File: src/rtl/mips_pkg.sv
// Shared definitions for the MIPS front end: sequencer states, the branch
// and jump opcodes, the sequential PC step and the J/JAL target helper.
package mips_pkg;

   typedef enum logic {
      RUN     = 1'b0,
      BR_WAIT = 1'b1
   } state_t;

   localparam logic [5:0] OP_BEQ = 6'b000100;
   localparam logic [5:0] OP_BNE = 6'b000101;
   localparam logic [5:0] OP_J   = 6'b000010;
   localparam logic [5:0] OP_JAL = 6'b000011;

   localparam logic [31:0] PC_STEP = 32'd4;

   // J/JAL target: keep the upper nibble of PC+4, word-align the index.
   function automatic logic [31:0] jumpTarget(input logic [31:0] pcPlus4,
                                              input logic [25:0] jidx);
      return {pcPlus4[31:28], jidx, 2'b00};
   endfunction

endpackage

File: src/rtl/sat_counter.sv
// Saturating event counter: counts up on i_inc and sticks at all-ones.
module sat_counter #(
   parameter int W = 16
) (
   input  logic         i_clk,
   input  logic         i_rst,
   input  logic         i_inc,
   output logic [W-1:0] o_cnt
);

   logic [W-1:0] r_cnt;

   // Count events, clearing on reset and refusing to wrap past the top value.
   always_ff @(posedge i_clk) begin
      if (i_rst) begin
         r_cnt <= '0;
      end else if (i_inc && (r_cnt != {W{1'b1}})) begin
         r_cnt <= r_cnt + W'(1);
      end
   end

   assign o_cnt = r_cnt;

endmodule

File: src/rtl/branch_sequencer.sv
// Next-PC controller: owns the fetch PC, feeds the external branch-target
// adder, picks PC+4 / branch target / jump target, holds fetch while a branch
// waits for forwardable operands, and flushes IF/ID on every redirect.
module branch_sequencer #(
   parameter logic [31:0] RESET_PC = 32'h0000_0000,
   parameter int          CNT_W    = 16
) (
   input  logic             i_clk,
   input  logic             i_rst,
   input  logic             i_stall,
   input  logic             i_id_beq,
   input  logic             i_id_bne,
   input  logic             i_id_jump,
   input  logic             i_id_eq,
   input  logic             i_id_dep,
   input  logic [31:0]      i_id_pc_plus4,
   input  logic [31:0]      i_id_imm_ext,
   input  logic [25:0]      i_id_jidx,
   input  logic [31:0]      i_tgt_sum,
   output logic [31:0]      o_tgt_in,
   output logic [31:0]      o_tgt_pc,
   output logic [31:0]      o_pc,
   output logic             o_flush_ifid,
   output logic             o_stall_req,
   output logic [CNT_W-1:0] o_taken_cnt,
   output logic [CNT_W-1:0] o_wait_cnt
);

   import mips_pkg::*;

   state_t      r_state;
   state_t      w_stateNext;
   logic [31:0] r_pc;
   logic [31:0] w_pcNext;
   logic        w_flush;
   logic        w_stallReq;
   logic        w_takenInc;
   logic        w_waitInc;
   logic        w_isBranch;
   logic        w_branchTaken;
   logic [31:0] w_jumpTarget;
   logic [31:0] w_immShift;

   assign w_isBranch    = i_id_beq | i_id_bne;
   assign w_branchTaken = (i_id_beq & i_id_eq) | (i_id_bne & ~i_id_eq);
   assign w_jumpTarget  = jumpTarget(i_id_pc_plus4, i_id_jidx);
   assign w_immShift    = i_id_imm_ext << 2;

   // State and PC register; reset parks the sequencer in RUN at RESET_PC.
   always_ff @(posedge i_clk) begin
      if (i_rst) begin
         r_state <= RUN;
         r_pc    <= RESET_PC;
      end else begin
         r_state <= w_stateNext;
         r_pc    <= w_pcNext;
      end
   end

   // Enter BR_WAIT on a branch with unforwardable operands, leave once they arrive.
   always_comb begin
      w_stateNext = r_state;
      if (!i_stall) begin
         unique case (r_state)
            RUN: begin
               if (!i_id_jump && w_isBranch && i_id_dep) begin
                  w_stateNext = BR_WAIT;
               end
            end
            BR_WAIT: begin
               if (!i_id_dep) begin
                  w_stateNext = RUN;
               end
            end
            default: w_stateNext = RUN;
         endcase
      end
   end

   // Choose the next PC and raise flush, hold and counter pulses; all quiet in reset or stall.
   always_comb begin
      w_pcNext   = r_pc;
      w_flush    = 1'b0;
      w_stallReq = 1'b0;
      w_takenInc = 1'b0;
      w_waitInc  = 1'b0;
      if (!i_rst && !i_stall) begin
         unique case (r_state)
            RUN: begin
               if (i_id_jump) begin
                  w_pcNext   = w_jumpTarget;
                  w_flush    = 1'b1;
                  w_takenInc = 1'b1;
               end else if (w_isBranch && i_id_dep) begin
                  w_stallReq = 1'b1;
               end else if (w_branchTaken) begin
                  w_pcNext   = i_tgt_sum;
                  w_flush    = 1'b1;
                  w_takenInc = 1'b1;
               end else begin
                  w_pcNext = r_pc + PC_STEP;
               end
            end
            BR_WAIT: begin
               if (i_id_dep) begin
                  w_stallReq = 1'b1;
                  w_waitInc  = 1'b1;
               end else if (w_branchTaken) begin
                  w_pcNext   = i_tgt_sum;
                  w_flush    = 1'b1;
                  w_takenInc = 1'b1;
               end else begin
                  w_pcNext = r_pc + PC_STEP;
               end
            end
            default: w_pcNext = r_pc;
         endcase
      end
   end

   sat_counter #(.W(CNT_W)) u_takenCnt (
      .i_clk (i_clk),
      .i_rst (i_rst),
      .i_inc (w_takenInc),
      .o_cnt (o_taken_cnt)
   );

   sat_counter #(.W(CNT_W)) u_waitCnt (
      .i_clk (i_clk),
      .i_rst (i_rst),
      .i_inc (w_waitInc),
      .o_cnt (o_wait_cnt)
   );

   assign o_tgt_in     = i_rst ? 32'h0 : w_immShift;
   assign o_tgt_pc     = i_rst ? 32'h0 : i_id_pc_plus4;
   assign o_pc         = r_pc;
   assign o_flush_ifid = w_flush;
   assign o_stall_req  = w_stallReq;

endmodule

File: config.mk
export PLATFORM = sky130hd
export DESIGN_NAME = branch_sequencer
export DESIGN_NICKNAME = d
export VERILOG_FILES = /design/src/rtl/mips_pkg.sv /design/src/rtl/sat_counter.sv /design/src/rtl/branch_sequencer.sv
export SDC_FILE = /design/constraint.sdc
export NUM_CORES = 1
export LEC_CHECK = 0
export ABC_AREA = 1
export CAP_MARGIN = 20
export CORE_MARGIN = 2
export CORE_UTILIZATION = 36
export CTS_BUF_LIST = sky130_fd_sc_hd__clkbuf_8 sky130_fd_sc_hd__clkbuf_16
export CTS_CLUSTER_DIAMETER = 100
export DETAILED_ROUTE_END_ITERATION = 8
export GPL_TIMING_DRIVEN = 0
export PLACE_DENSITY = 0.78
export SYNTH_ARGS = -nofsm -noshare
export SYNTH_HDL_FRONTEND = slang
export SYNTH_SLANG_ARGS = --single-unit
File: constraint.sdc
create_clock -name i_clk -period 1.4 [get_ports i_clk]
set_input_delay 0.21 -clock i_clk [delete_from_list [all_inputs] [get_ports i_clk]]
set_output_delay 0.21 -clock i_clk [all_outputs]
set_load 0.02 [all_outputs]
==> run metrics <==
outcome=finished with violations; failing checks=negative setup slack; Hold Vio Cnt, Final=0; cell at the root of the clock tree=clkbuf_16; Slew Viols, Final=0; Placer Congestion=0.9704; Synth top area share=26.68%; total track usage=26.72%; WL per Instance=~16 µm; Die H=120.4 µm; antenna violation net count after detailed routing=0; detailed-route wire length=about 22 mm; Pwr Density=629.7 mW/mm²; CP startpoint=o_pc[6]; WHS Path Cells=2; P_sw=approximately 1.9 mW; Warnings, synthesis=0; H-tree levels=3; post-synthesis sequential area ratio=between 20% and 30%; number of port buffers=254; largest net degree at the start of global routing=13; Synth area leader=dfxtp_1; Pwr Total=5.829 mW; layout overhead on the synthesized area=89.82%; Pleak=between 4 and 5 nW; Clock Path Buffers=2; # clock sinks=between 60 and 70; # diodes=0; DP Worst Slack=-877.1 ps; routed via count=6890; Setup Skew=about 6.6 ps; sw frac=~32%; 1st-pass router iterations=8; RSZ-0062 raised after global routing=yes; Crit Path Class=register to register; Top FF cell, synth=dfxtp_1; vias per inst=5.051; Mapped Area=~0.005 mm²; CTS tree=built; total grt overflow=0; worst min path class=primary input to register; Die X=roughly 120 µm; worst relative slew slack=52.03%; R2R depth=11; hold endpoint=r_state; Layout Nets=1316; DRC Markers=0; post-layout min period=1629 ps; Worst setup EP type=register; vias in the first global route=a little over 6000; die area=0.01450 mm²; Clock transition at path regs=60 ps; Critical R2R Capture=o_pc[30]; Slew @ Worst Pin=719.6 ps; number of synthesized flops with an enable pin=0; async set or reset register ratio after synthesis=0%; min-delay src=i_stall; setup TNS=-6063 ps; Seq pwr share=between 30% and 40%; post-synth cell types=42; period utilization=116.3%; reg-to-reg slack, setup=-230 ps; Synth top cells by count=nand2_1, nor2_1, inv_1; Initial Utilization=36.83%; Avg Inst Size Synth=5.698 µm²; worst path required time=roughly 1600 ps; reg-to-reg critical path startpoint=o_pc[6]; global-route wire length before repair=30.68 mm; initial antenna violation count=0; Clock Power Share=37.5%; P_int=3.935 mW; ratio of cells with drive above 1 in the final layout=29.97%; worst vdd ir=between 0.0006 and 0.0007 V; Worst Path Arrival=1830 ps; Critical Path Fanout Max=5; Final setup viols=63; DP HPWL=14.40 mm; synthesized flop and latch total=65; Core ar.=0.01324 mm²; worst skew pair latency=340 ps; max-cap viol count=0; Startpoint Class=register; top cells by area, synth=dfxtp_1, nand2_1, nor2_1, inv_1, a21oi_1; most numerous cell in the Yosys netlist=nand2_1; total CTS buffers=9; combinational power share=28.7%; Ports=260; f_max=~600 MHz; Cells after Synth=around 860; std cell rows=42; First DRT Iteration DRCs=563; fin worst setup slack=-228.5 ps
-- power groups by stage --
stage / logic, mW / clock network [mW] / registers (mW)
final: 1.67 / 2.19 / 1.97
after global routing: 1.79 / 2.27 / 1.98
after CTS: 1.49 / 2.18 / 1.98
after detailed placement: 1.48 / 0 / 2.03
after global placement: 1.47 / 0 / 2.03
after floorplan: 0.609 / 0 / 2.07
-- cell type report --
cell class,count,area [µm²]
timing repair inverter,1,11.26
timing repair buffer,312,2885
tap,176,220.2
fill,1068,3985
clock buffer,10,239.0
inverter,121,481.7
multi-input combinational,639,3651
clock inverter,6,41.29
buffer,34,286.5
sequential,65,1441
-- per-stage QoR --
step	cells	utilization [%]	instance area, µm²	hold WS, ps
after floorplan	857	-	5042	362.7
after global placement	1287	58.94	7805	476.3
after detailed placement	1287	58.94	7805	484.6
after CTS	1337	64.80	8581	287.3
after global routing	1364	69.91	9258	239.0
final	1364	69.91	9258	232.4
-- routing by layer --
metal | wire length, µm | GRT usage, % | share of wire, %
met5 | 0 | 0 | 0
met4 | 673 | 9.593 | 3.1
met3 | 1940 | 6.651 | 8.9
met2 | 10680 | 45.97 | 49
met1 | 8428 | 32.21 | 39
-- registers in the layout, indices dropped and copies added, names as in the netlist --
signal	cells
r_state	1
u_waitCnt.o_cnt	16
o_pc	32
u_takenCnt.o_cnt	16
-- how the worst max path moves through the flow --
| stage | end | slack [ps] | cells past startpoint |
|---|---|---|---|
| after floorplan | u_waitCnt.o_cnt[1] | -80 | 11 |
| after global placement | o_tgt_pc[21] | -850 | 5 |
| after detailed placement | o_tgt_pc[21] | -880 | 5 |
| after CTS | u_waitCnt.o_cnt[10] | -180 | 11 |
| after global routing | o_pc[30] | -310 | 11 |
| final | o_pc[30] | -230 | 11 |
-- cell usage in the layout, fill, tap and decap left out, drive strengths merged, types with 5 or more instances in the layout --
cell type,n
nand3b,6
nor3,14
dfxtp,65
a21oi,81
nand2,240
dlygate4sd2,77
clkdlybuf4s50,120
o21ai,32
xnor2,10
clkdlybuf4s15,20
clkbuf,57
nor2,187
nand3,28
buf,80
inv,123
o21bai,5
xor2,8
-- worst max-delay path: stages (launching register included) --
cell and delay, ps:
dfxtp_4 380, nand2_1 140, nor2_2 190, nand2_4 120, nor2_4 180, nand2_1 80, nand2_1 70, nand2_1 70
nand2_1 70, nand2_1 70, nand2_1 80, a21oi_2 50
-- cells by family after synthesis --
logic type                 Yosys count  share of synthesized area [%]
AOI/OAI and AO/OA                  133                          14.91
adders and majority gates            3                         0.7697
xor gates and xnor gates            18                          3.232
buffers and inverters              155                          12.90
and+or+nand+nor                    481                          41.43
other                                1                        0.07689
DFF                                 65                          26.68
-- repair_timing --
item                                    in CTS  in global routing
resized for setup                          282                235
pin swaps                                   44                 58
gates cloned                                 3                  6
hold buffers                                 0                  0
endpoints found under the setup margin     192                123
setup buffers                               31                 22
(Power assumes the default switching activity.)
==> edit 1: new RTL, same settings <==
`CNT_W`: 16 -> 32.
--- a/src/rtl/branch_sequencer.sv
+++ b/src/rtl/branch_sequencer.sv
@@ -3,7 +3,7 @@
 // waits for forwardable operands, and flushes IF/ID on every redirect.
 module branch_sequencer #(
    parameter logic [31:0] RESET_PC = 32'h0000_0000,
-   parameter int          CNT_W    = 16
+   parameter int          CNT_W    = 32
 ) (
    input  logic             i_clk,
    input  logic             i_rst,
Ports: changed (resized o_taken_cnt and o_wait_cnt); port bits go from 260 to 292. No check against the original RTL was run, so the function may have changed too.
==> edit 1 against the original RTL <==
The flow still finishes with violations (setup timing). Sequential cell count rose by 32. Maximum frequency down 9.0%. Die area is 47% higher. Total power is 21% higher. Worst setup slack got worse by 0.16 ns. Non-clock buffer count rose by 95. Core utilization decreased by 4.7 points. Area after synthesis grew 49%. Final cell count rose by 41%. Routed wire length rose by 53%. Design area increased by 38%. Critical path type unchanged. Critical endpoint is now u_waitCnt.o_cnt[8]. Largest cell class unchanged. Highest routed layer unchanged.
==> edit 1: results (changes against the original RTL) <==
Status
  – Run status: complete, but fails checks
  – Violations in the final reports: setup timing

Clocking
  – Clock Path Buffers: 2 (unchanged)
  – Post_cts resized: 633 (+120%)
  – Clock Latency Late Sink: 0.36 ns (+0.02 ns)
  – Post-CTS setup buffers: 64 (+110%)

Pwr
  – Pleak: 5.79 nW (+35%)
  – Max IR drop VDD: 0.586 mV (-10%)
  – Sw Ratio: 32.4% (-0.083 points)
  – Clock group share of total power: 35.3% (-2.2 points)
  – Comb power: 1.72 mW (+3%)

Placement
  – Post-DP Area: 10700 um2 (+37%)
  – DP HPWL: 22.2 mm (+54%)
  – Gpl congestion: 0.989 (+1.9%)
  – Placed cell count: 1795 (+39%)
  – Pre-CTS setup slack: -1.36 ns (-0.487 ns)
  – IO buf count: 287 (+13%)

Critical path
  – Worst reg2reg startpoint: u_waitCnt.o_cnt[21]
  – Crit path to: u_waitCnt.o_cnt[8]
  – Crit path DAT: 2.05 ns (+0.22 ns)
  – Top cell family by delay on the critical path: simple AND/OR/NAND/NOR gates
  – Worst Path Max Fanout: 8 (+3)

Drt
  – DR pass1 iterations: 6 (-2)
  – Met2 WL: 16.4 mm (+53%)
  – DR vias: 9902 (+44%)
  – Vias per cell: 5.16 (+2.1%)
  – Met3 routed WL: 3.06 mm (+58%)
  – DRT iter0 DRCs: 716 (+27%)
  – Final WL: 33.2 mm (+53%)
  – Wire length on met1: 12.2 mm (+45%)

Final layout
  – FILL cells: 1715 (+61%)
  – Proportion of layout cells with a drive suffix above 1: 35.9% (+5.9 points)

Yosys
  – Distinct cell type count after synthesis: 45 (+7.1%)
  – Synth Area in Adders: 0.517% (-0.25 points)
  – Asr flop ratio synth: 0% (unchanged)
  – Seq/Total Area, Yosys: 26.7% (+0.055 points)
  – Top cells by count, synth: nand2_1 (377), nor2_1 (246), inv_1 (136)
  – Main area contributors after synthesis: dfxtp_1 (27%), nand2_1 (19%), nor2_1 (13%)
  – Synth Area in XOR/XNOR: 4.22% (+0.99 points)
  – Post-Syn Area per Cell: 5.85 um2 (+2.6%)
  – Compound-cell area share of the yosys netlist: 13.1% (-1.8 points)

Timing
  – Worst Skew: 0.00556 ns (-0.00101 ns)
  – Worst-Margin Slew: 0.825 ns (+0.106 ns)
  – Smallest hold slack: 0.276 ns (+0.0439 ns)
  – Final WS setup: -0.389 ns (-0.161 ns)
  – Final setup fails: 89 (+41%)
  – Setup_tns: -21.06 ns (-15.00 ns)

Global routing
  – Met3 Use GR: 5.75% (-0.90 points)
  – M2 GR Usage: 51.3% (+5.3 points)
  – Tot GR Track Use: 28.3% (+1.6 points)
  – Wire length of the first global-routing pass: 48.5 mm (+58%)
  – Vias in the first global route: 9354 (+52%)
  – Grt met1 use: 32.0% (-0.22 points)
  – Largest net degree at the start of global routing: 18 (+5)

Hold path
  – Hold depth: 2 (unchanged)
edit 1: cell types whose count changed in the layout (fill, tap and decap cells not counted), moves of 27 or more:
cell      delta
buf_2       +53
nand2_2     +31
nor2_1      +48
buf_4       +56
clkbuf_2    -27
a21oi_2     +28
nand2_1    +124
edit 1: layout make-up:
| class | count | area (um2) | share of cell area (%) |
|---|---|---|---|
| inverters | 146 | 578 | 4.51 |
| clock inverters | 7 | 53.8 | 0.420 |
| well taps | 265 | 332 | 2.59 |
| multi-input cells | 955 | 5560 | 43.4 |
| flip-flops and latches | 97 | 2190 | 17.1 |
| plain buffers | 43 | 393 | 3.07 |
| clock buffers | 9 | 225 | 1.76 |
| repair buffers | 398 | 3480 | 27.1 |
edit 1: stage by stage:
step / utilization [%] / total power, mW
final: 65.2 / 7.04
after detailed placement: 54.6 / 4.54
after global routing: 65.2 / 7.28
after global placement: 54.6 / 4.53
after floorplan: - / 3.66
after CTS: 61.0 / 6.96
==> edit 2: new RTL, config.mk and constraints unchanged <==
Without the edit above. Make the reset (`i_rst`) asynchronous in 2 clocked blocks.
--- a/src/rtl/sat_counter.sv
+++ b/src/rtl/sat_counter.sv
@@ -11,7 +11,7 @@
    logic [W-1:0] r_cnt;
 
    // Count events, clearing on reset and refusing to wrap past the top value.
-   always_ff @(posedge i_clk) begin
+   always_ff @(posedge i_clk or posedge i_rst) begin
       if (i_rst) begin
          r_cnt <= '0;
       end else if (i_inc && (r_cnt != {W{1'b1}})) begin
--- a/src/rtl/branch_sequencer.sv
+++ b/src/rtl/branch_sequencer.sv
@@ -47,7 +47,7 @@
    assign w_immShift    = i_id_imm_ext << 2;
 
    // State and PC register; reset parks the sequencer in RUN at RESET_PC.
-   always_ff @(posedge i_clk) begin
+   always_ff @(posedge i_clk or posedge i_rst) begin
       if (i_rst) begin
          r_state <= RUN;
          r_pc    <= RESET_PC;
Check against the original RTL: differs if i_rst is asserted again (counterexample within 4 cycles, from zero or initial values and one cycle with i_rst high); with i_rst held inactive, the same outputs for 4 cycles.
==> edit 2 against the original RTL <==
The flow still finishes with violations (setup timing). Core utilization increased by 0.27 points. Synthesized cell count is 0.82% lower. Worst setup slack gained 0.056 ns. Design area is 5.2% higher. Maximum frequency rose by 3.5%. Area after synthesis increased by 5.0%. Global-route usage rose by 2.1 points. Routed wire length up 8.0%. Sequential cell count stayed put. Largest cell class unchanged.
Power is not compared: it rests on default switching activity, and its combinational part moved more than twofold at a synthesized area within 25%.
==> edit 2: results (changes against the original RTL) <==
Yosys
  – Yosys warning total: 0 (unchanged)
  – Top cells by count, synth: nand2_1 (267), nor2_1 (163), inv_1 (120)
  – Post-Syn Area per Cell: 6.03 um2 (+5.9%)
  – Main area contributors after synthesis: dfrtp_1 (32%), nand2_1 (20%), nor2_1 (12%)
  – Count leader, synth: nand2_1
  – Asr flop ratio synth: 100% (+100 points)
  – Most common flop cell mapped by yosys: dfrtp_1
  – Seq/Total Area, Yosys: 31.8% (+5.1 points)
  – Distinct cell type count after synthesis: 34 (-19%)

Critical path
  – CP max stage cell: dfrtp_2
  – Crit path DAT: 1.78 ns (-0.05 ns)
  – Largest stage delay, worst path: 0.39 ns
  – Reg2Reg Depth: 10 (-1)
  – CP Launch Point: o_pc[2]
  – Top cell family by delay on the critical path: simple AND/OR/NAND/NOR gates
  – Crit path to: o_pc[19]
  – Worst Path Max Fanout: 7 (+2)

Drt
  – DR pass1 iterations: 8 (unchanged)
  – DR vias: 6995 (+1.5%)
  – Final WL: 23.5 mm (+8.0%)
  – DRT iter0 DRCs: 663 (+18%)

Hold path
  – Hold Crit Class: in2async

Placement
  – DP HPWL: 15.9 mm (+11%)
  – Gpl congestion: 0.923 (-4.9%)
  – Post-DP Area: 8110 um2 (+3.9%)
  – IO buf count: 255 (+0.39%)
  – Pre-CTS setup slack: -1.15 ns (-0.275 ns)

Final layout
  – FILL cells: 1146 (+7.3%)
  – Final nets: 1347 (+2.4%)
  – Final non-filler cell total: 1400 (+2.6%)
  – Largest register FFs: 32 (unchanged)
  – Proportion of layout cells with a drive suffix above 1: 35.9% (+6.0 points)

Global routing
  – Antenna violations before repair: 1 (+1)
  – Largest net degree at the start of global routing: 26 (+13)
  – Vias in the first global route: 6543 (+6.0%)
  – Tot GR Track Use: 28.8% (+2.1 points)
  – Wire length of the first global-routing pass: 33.5 mm (+9.4%)

Pwr
  – Max IR drop VDD: 0.733 mV
  – Sw Ratio: 43.5%
  – Pleak: 4.95 nW

Timing
  – Final setup fails: 58 (-7.9%)
  – Final WS setup: -0.173 ns (+0.0555 ns)
  – Worst Skew: 0.00832 ns (+0.00175 ns)
  – Max Slew Vio Count: 0 (unchanged)

Clocking
  – Clock-pin slew of the registers on the worst-case setup and hold paths: 0.06 ns (about the same)
  – Root Buffer: clkbuf_16
  – Clock Latency Late Sink: 0.34 ns (about the same)
  – CTS H-tree lvls: 3 (unchanged)
  – Clock Path Buffers: 2 (unchanged)
  – CTS buffer count: 9 (unchanged)

Status
  – Violations in the final reports: setup timing
  – Run status: complete, but fails checks
edit 2: layer usage:
metal | up-vias | track usage [%] | routed length [um]
met5 | - | 0 | 0
met4 | 0 | 14.4 | 1080
met3 | 66 | 6.04 | 1830
met2 | 358 | 48.5 | 11600
met1 | 3233 | 34.9 | 8920
li1 | 3338 | - | -
edit 2: how the worst min path moves through the flow:
stage	from	to	slack [ns]	cells past startpoint
3_3_place_gp	r_state	r_state	0.48	2
6_report	i_rst	o_pc[3]	0.24	4
5_1_grt	i_stall	r_state	0.27	3
3_5_place_dp	r_state	r_state	0.50	2
4_1_cts	i_rst	o_pc[3]	0.43	4
2_1_floorplan	i_stall	r_state	0.33	2
edit 2: power by group through the flow:
stage,sequential (mW),combinational [mW],clock (mW)
finish,3.04,5.49,2.12
global route,3.11,5.86,2.21
CTS,2.99,4.88,2.15
detailed placement,3.15,4.16,0
global placement,3.13,4.08,0
floorplan,3.53,1.70,0
edit 2: area by class of cell:
cell class,count,area (um2),area share (%)
inverters,125,490,5.03
repair buffers,353,3070,31.5
multi-input cells,631,3720,38.2
plain buffers,29,280,2.88
flip-flops and latches,65,1670,17.2
well taps,180,225,2.31
clock buffers,9,225,2.31
clock inverters,7,46.3,0.475
diodes,1,2.50,0.0257
edit 2: worst reg2reg max path, delay by kind of cell, from the launching register on:
family	cells	cell delay, ns
and+or+nand+nor	7	0.78
buffers and inverters	2	0.19
AOI/OAI and AO/OA	1	0.09
DFF	1	0.39
edit 2: logic make-up after synthesis:
| group | synth area share, % |
|---|---|
| XOR/XNOR | 5.81 |
| AO/OA/AOI/OAI | 9.46 |
| other | 0.0732 |
| adder cells (fa/ha/maj) | 0.733 |
| flip-flops | 31.8 |
| buffers and inverters | 11.8 |
| AND/OR/NAND/NOR | 40.4 |
edit 2: what timing repair did:
action / CTS / global route
gates cloned: 4 / 0
setup buffers: 64 / 30
gates resized for setup: 547 / 144
pin swaps: 59 / 46
endpoints found under the setup margin: 240 / 106
hold endpoints to repair: 0 / 0
edit 2: per-stage QoR:
step / power [mW] / setup TNS [ns] / hold slack, ns
2_1_floorplan: 5.23 / -3.85 / 0.327
3_3_place_gp: 7.21 / -175.02 / 0.483
3_5_place_dp: 7.30 / -128.75 / 0.501
4_1_cts: 10.0 / -2.10 / 0.428
5_1_grt: 11.2 / -10.33 / 0.266
6_report: 10.6 / -5.46 / 0.236
